**src/rtl/hs_xfer.sv**
```systemverilog
// hs_xfer: hiscore save/restore engine, pauses the machine and copies up to two video-RAM regions to/from an 8-bit buffer RAM
module hs_xfer #(
  parameter logic [15:0] REG0_BASE = 16'hE000,
  parameter logic [15:0] REG0_LEN  = 16'd0,
  parameter logic [15:0] REG1_BASE = 16'hD000,
  parameter logic [15:0] REG1_LEN  = 16'd0,
  parameter int          RD_LAT    = 2,
  parameter int          SETTLE    = 4
) (
  input  logic        clk,
  input  logic        RESET_N,
  input  logic        start,
  input  logic        dir,
  input  logic        abort,
  output logic        busy,
  output logic        done,
  output logic        HS_PAUSE_N,
  output logic [15:0] HSAD,
  input  logic [7:0]  HSDO,
  output logic [7:0]  HSDI,
  output logic        HSWE,
  output logic [11:0] buf_ad,
  output logic [7:0]  buf_dw,
  output logic        buf_wr,
  input  logic [7:0]  buf_dr
);
  typedef enum logic [2:0] {IDLE, PAUSE, ADDR, WAIT, XFER, RELEASE} state_t;
  localparam logic [7:0] SETTLE_M1 = 8'(SETTLE - 1);
  localparam logic [7:0] WAIT_M1   = 8'(RD_LAT - 2);
  state_t      state, state_n;
  logic [7:0]  cnt, cnt_n;
  logic [15:0] idx, idx_n;
  logic        sel, sel_n;
  logic [11:0] off, off_n;
  logic        dir_q, dir_n;
  logic [15:0] len_cur;
  assign len_cur = sel ? REG1_LEN : REG0_LEN;
  // next-state and walk bookkeeping: region select, region index, buffer offset, cycle counter
  always_comb begin
    state_n = state;
    cnt_n   = cnt + 8'd1;
    idx_n   = idx;
    sel_n   = sel;
    off_n   = off;
    dir_n   = dir_q;
    case (state)
      IDLE: if (start && !abort) begin
        state_n = PAUSE;
        dir_n   = dir;
        off_n   = '0;
        sel_n   = (REG0_LEN == '0);
        idx_n   = '0;
        cnt_n   = '0;
      end
      PAUSE: if (cnt == SETTLE_M1)
        state_n = (REG0_LEN == '0 && REG1_LEN == '0) ? RELEASE : ADDR;
      ADDR: begin
        state_n = (RD_LAT == 1) ? XFER : WAIT;
        cnt_n   = '0;
      end
      WAIT: if (cnt == WAIT_M1) state_n = XFER;
      XFER: begin
        off_n   = off + 12'd1;
        idx_n   = idx + 16'd1;
        state_n = ADDR;
        if (idx_n == len_cur) begin
          if (!sel && REG1_LEN != '0) begin
            sel_n = 1'b1;
            idx_n = '0;
          end else state_n = RELEASE;
        end
      end
      RELEASE: state_n = IDLE;
      default: state_n = IDLE;
    endcase
    if (abort && state != IDLE) state_n = IDLE;
  end
  // state register plus outputs registered from the state being entered
  always_ff @(posedge clk or negedge RESET_N) begin
    if (!RESET_N) begin
      state      <= IDLE;
      cnt        <= '0;
      idx        <= '0;
      sel        <= 1'b0;
      off        <= '0;
      dir_q      <= 1'b0;
      busy       <= 1'b0;
      done       <= 1'b0;
      HS_PAUSE_N <= 1'b1;
      HSAD       <= '0;
      HSDI       <= '0;
      HSWE       <= 1'b0;
      buf_ad     <= '0;
      buf_dw     <= '0;
      buf_wr     <= 1'b0;
    end else begin
      state      <= state_n;
      cnt        <= cnt_n;
      idx        <= idx_n;
      sel        <= sel_n;
      off        <= off_n;
      dir_q      <= dir_n;
      busy       <= state_n != IDLE;
      done       <= state_n == RELEASE;
      HS_PAUSE_N <= state_n == IDLE || state_n == RELEASE;
      HSWE       <= state_n == XFER && dir_n;
      buf_wr     <= state_n == XFER && !dir_n;
      if (state_n == ADDR) begin
        HSAD   <= (sel_n ? REG1_BASE : REG0_BASE) + idx_n;
        buf_ad <= off_n;
      end
      if (state_n == XFER && !dir_n) buf_dw <= HSDO;
      if (state_n == XFER && dir_n) HSDI <= buf_dr;
    end
  end
endmodule

```
**config.mk**
```make
export PLATFORM = sky130hd
export DESIGN_NAME = hs_xfer
export DESIGN_NICKNAME = d
export VERILOG_FILES = /design/src/rtl/hs_xfer.sv
export SDC_FILE = /design/constraint.sdc
export NUM_CORES = 1
export LEC_CHECK = 0
export ABC_AREA = 1
export CORE_UTILIZATION = 49
export CTS_CLUSTER_SIZE = 16
export DETAILED_ROUTE_END_ITERATION = 8
export HOLD_SLACK_MARGIN = 0.12
export PLACE_DENSITY = 0.87
export SETUP_SLACK_MARGIN = 0.2
export SYNTH_ARGS = -nofsm -noshare
export SYNTH_HDL_FRONTEND = slang
export SYNTH_SLANG_ARGS = --single-unit
```
**constraint.sdc**
```tcl
create_clock -name clk -period 2.2 [get_ports clk]
set_input_delay 0.55 -clock clk [delete_from_list [all_inputs] [get_ports clk]]
set_output_delay 0.55 -clock clk [all_outputs]
set_load 0.01 [all_outputs]
```
* Word level (Yosys, flattened, before mapping)
Cells that the tools add are included.
** Operators by class
- Add/sub/neg operators :: 4
- $mul :: 0
- Div/mod/pow operators :: 0
- Magnitude comparators :: 0
- Equality and inequality tests :: 8
- Shift operators :: 0
- Mux-type cells :: 17
- Bitwise gates (word level) :: 0
- Reduce and logical (&&, ||, !) cells :: 13
** Operator list (count)
- $pmux 16 s2 :: 1
- $pmux 12 s2 :: 1
- $add 16x1->16 const B :: 1
- $add 16x16->16 :: 1
- $logic_not 16->1 :: 1
- $mux 16 :: 1
- $pmux 8 s2 :: 1
- $mux 3 :: 5
- $pmux 3 s5 :: 1
- $mux 14 :: 1
- $add 12x1->12 const B :: 1
- $mux 12 :: 1
- $eq 3x2->1 const B :: 3
- $eq 3x3->1 const B :: 3
- $add 8x1->8 const B :: 1
- $eq 8x2->1 const B :: 1
- $logic_not 8->1 :: 1
- $mux 8 :: 1
- $logic_not 3->1 :: 2
- $reduce_bool 3->1 :: 2
- $logic_and 1x1->1 :: 4
- $mux 1 :: 4
- $eq 3x1->1 const B :: 1
- $logic_not 1->1 :: 2
- $logic_or 1x1->1 :: 1
** Storage, ports and cells
- Bits in registers :: 90
- Bits in latches :: 0
- RAM bits :: 0
- Memory bits (read-only) :: 0
- Bits of input ports :: 21
- Logic and storage cells :: 57
- Memories :: 0

* Longest topological paths before layout
- Word-level depth :: 7
- Gate-level depth with buffers :: 17

* Worst setup path after synthesis
OpenSTA, ideal clock, no wires.
- Path kind :: input to register
- From :: input port abort
- To :: register HSAD[15]
- Library setup time :: 0.123 ns
- Arrival time :: 2.155 ns
- Required time :: 2.077 ns
- Slack :: -0.078 ns
- Stages :: 9
- Cells stage by stage :: inv_1 > nand2_1 > a21oi_1 > clkbuf_1 > o21ai_0 > ha_1 > a211oi_1 > xnor2_1 > a21oi_1
** RTL lines
- from (decl) :: RTL line 14 : input logic abort,
- $logic_not 1->1 :: RTL line 47 : IDLE: if (start && !abort) begin
- $logic_and 1x1->1 :: RTL line 47
- $mux 16 :: RTL line 47
- $pmux 16 s2 :: RTL line 46 : case (state)
- net idx_n[13] :: RTL line 32 : logic [15:0] idx, idx_n;
- $add 16x16->16 :: RTL line 109 : HSAD <= (sel_n ? REG1_BASE : REG0_BASE) + idx_n;
- to (signal assigned) :: RTL line 109
- to (decl) :: RTL line 18 : output logic [15:0] HSAD,
The timed path passes the listed nets, and every way through them passes these cells.
A chain may end at the register's enable or synchronous reset.

* Worst setup path in the final report
- From :: register idx[3]
- To :: register HSAD[13]
** On the way
- Word-level cells in the longest chain between the ends :: 6
** Ends and longest elaborated chain
- from (decl) :: RTL line 32
- from (signal assigned) :: RTL line 99 : idx <= idx_n;
- branches (longest 6 deep; another with $add 16x1->16)
Parallel ways; which one is timed is not known.

==> flow_summary.ini <==
[outcome]
status = finished, violations left
violations = design-rule violations, negative setup slack

[route]
via_per_inst = 5.93
wl_met2_um = 7790
drt_iter0_drc = 392
routedLengthMet1_um = 5640
wl_per_cell_um = 19.6
top_layer = met4
totalWireLength_um = 15400
postRouteAntennaNets = 0
dr.pass1.iters = 9
num_vias = 4640
routed-wl-met3_um = 1200
drc = 6

[layout]
area_growth_pct = 44.0
finalNetCount = 699
antenna_cells = 0
nFillCells = 535
final_cells = 783
drive_above_1_share = 0.252

[synth]
synth_area_um2 = 4490
synth_top_family_by_area = simple AND/OR/NAND/NOR gates
synth-compound-area-share = 0.0975
syn-num-nets = 572
synth_fa_ha_area_frac = 0.0240
ys_seq_area_frac = 0.502
synthDistinctLibCells = 43
synthSimpleGateAreaFrac = 0.290
synthMuxAreaShare = 0
synth_warnings = 0
synth_xor_area_frac = 0.0117
synthCells = 543
synth_seq_cells = 90
synth-edff-count = 0
syn_area_per_cell_um2 = 8.27
ys.flop_type = dfrtp_1
synthArstFlopShare = 1.00

[worst_setup_path]
cp.required_ps = 2450
critical_path_class = reg -> reg
cp_slowest_cell = dfrtp_1
path_cells = nand2_1 -> nor2_2 -> nand2_1 -> nand2_1 -> nand2_1 -> nor2_1 -> nand2_1 -> nor2_1 -> nand3_1 -> nand2_2 -> nand2_4 -> nand2_8 -> nor2_4 -> buf_12 -> buf_12 -> nor2_2 -> a21oi_1
cp-start-kind = register
r2r_slack_ps = -330
setup.worst_path.end = HSAD[13]
cp-end-kind = register
reg2reg_from = idx[3]
worstSetupStartpoint = idx[3]
max_stage_delay_ps = 390
rr_endpoint = HSAD[13]
cp.arrival_ps = 2770
crit_fanout = 8
worst_r2r_path_depth = 17
cpMostUsedCell = nand2_1

[cts]
numCtsBuffers = 9
cts_num_sinks = 90
cts_max_level = 3
clock_tree.buffer_depth = 2
cts.clk_slew.worst_paths_ps = 100
insertion_delay_ps = 360
clockRootBuffer = clkbuf_8
cts_tree = built

[timing]
fmax_mhz = 396
worst_pin_slew_ps = 746
finalHoldViolCount = 0
max_slew_margin = 0.501
fin_crit_sh = 1.15
rsz0062_at_grt = yes
setup_slack_ps = -325
final.setup.tns_ps = -13440
min_period_ps = 2530
skew_ps = 13.1
finalSetupViolations = 51
finalMaxSlewViolations = 0

[die]
io_pins = 70
rows = 34
initial_core_util = 0.510
core_area_um2 = 8810
die_y_um = 97.7
die_x_um = 97.7
dieArea_um2 = 9550

[power_and_ir_drop]
power.total_w = 0.00777
powerDensity_nw_per_um2 = 1200
leakagePower_nw = 3.07
ir_drop_v = 0.000686

[min_path]
min-delay-path-class = in -> async

[place]
dpl.hpwl_um = 8430
place.gp.congestion = 0.905
dp_cells = 746
io_buffers = 69

[global_routing]
antenna_found_initial = 0
grt_pass1_vias = 4405
overflow = 0
grt_pass1_wl_um = 20700
grt_max_degree = 38
gr-usage-all-layers = 0.276

[flow_run]
maxCapViolCount = 0
[layout by cell type (no fill, tap or decap), types with 20 or more instances in the layout]
cell type	netlist	final
o21ai_0	35	34
clkdlybuf4s50_1	0	67
nand4_1	24	24
nand2_1	158	121
inv_1	64	59
nand2_2	4	31
buf_4	3	40
nand3_1	21	20
dfrtp_1	89	87
nor2_1	43	35
[repair_timing]
| action | in CTS | in global routing |
|---|---|---|
| endpoints found under the setup margin | 52 | 55 |
| gates resized for setup | 21 | 69 |
| hold buffers | 0 | 0 |
| cloned | 2 | 6 |
| pin swaps | 23 | 29 |
| setup buffers | 4 | 9 |
[through the flow]
| stage | hold slack [ps] | util | area [um^2] | setup WS [ps] |
|---|---|---|---|---|
| floorplan | 254 | - | 4550 | 89.4 |
| global placement | 451 | 0.640 | 5630 | -223 |
| detailed placement | 462 | 0.640 | 5630 | -296 |
| CTS | 160 | 0.682 | 6010 | -126 |
| global route | 171 | 0.734 | 6470 | -395 |
| finish | 143 | 0.734 | 6470 | -325 |
[Yosys cell counts (4+ instances only)]
| master | number | share of area |
|---|---|---|
| nand2_1 | 158 | 0.13 |
| dfrtp_1 | 89 | 0.50 |
| nor2_1 | 43 | 0.036 |
| nor2_4 | 5 | 0.013 |
| nor3_1 | 11 | 0.012 |
| a21oi_1 | 15 | 0.017 |
| nand4_1 | 24 | 0.033 |
| inv_1 | 64 | 0.053 |
| nand2_2 | 4 | 0.0056 |
| nor2_2 | 4 | 0.0056 |
| o22ai_1 | 10 | 0.014 |
| o21ai_1 | 7 | 0.0078 |
| clkbuf_1 | 5 | 0.0042 |
| nand3_1 | 21 | 0.023 |
| ha_1 | 7 | 0.020 |
| o21ai_0 | 35 | 0.039 |
[worst max-delay path, delay by kind of cell (launching register included)]
| kind | cells | cell delay (ps) |
|---|---|---|
| AND/OR/NAND/NOR | 14 | 1660 |
| flip-flops | 1 | 390 |
| buffers and inverters | 2 | 280 |
| AO/OA/AOI/OAI | 1 | 40 |
[how the worst min path moves through the flow]
stage                   start  slack [ps]  cells past startpoint   endpoint
floorplan             RESET_N         250                      0    HSAD[0]
global placement       cnt[0]         450                      1     cnt[0]
detailed placement  buf_dw[5]         460                      2  buf_dw[5]
CTS                   RESET_N         160                      1     idx[6]
global route          RESET_N         170                      1     idx[6]
finish                RESET_N         140                      1     idx[6]
[area by class of cell]
type                    instances  area, um^2  share of cell area
multi-input cells             374        2240               0.347
inverters                      67         256              0.0397
flip-flops and latches         90        2260               0.349
well taps                     108         135              0.0209
clock inverters                 4        75.1              0.0116
clock buffers                  12         145              0.0224
repair buffers                128        1360               0.210
[routing by layer]
metal	up-vias	track usage
met5	-	0.00513
met4	0	0.140
met3	76	0.0544
met2	293	0.491
met1	2244	0.316
li1	2027	-
[power breakdown]
group	switching (W)	leakage, nW	total (W)	internal (W)
Clock	0.000601	0.103	0.00127	0.000673
Combinational	0.00221	1.77	0.00402	0.00181
Sequential	0.000346	1.19	0.00248	0.00213
[state kept, by name (all words and copies together) (netlist names)]
signal and cells:
HSWE 1, dir_q 1, HSAD 16, off 12, buf_ad 12, sel 1, buf_dw 8, done 1
HSDI 8, idx 16, state 3, HS_PAUSE_N 1, buf_wr 1, cnt 8, busy 1
[cell families (layout without fill, tap and decap cells)]
family	count (synthesis)	count (layout)
flip-flops	90	90
adder cells (fa/ha/maj)	8	8
AND/OR/NAND/NOR	282	284
buffers and inverters	81	211
XOR/XNOR	6	6
AO/OA/AOI/OAI	76	76
No activity file was read; power rests on OpenSTA's default activity.
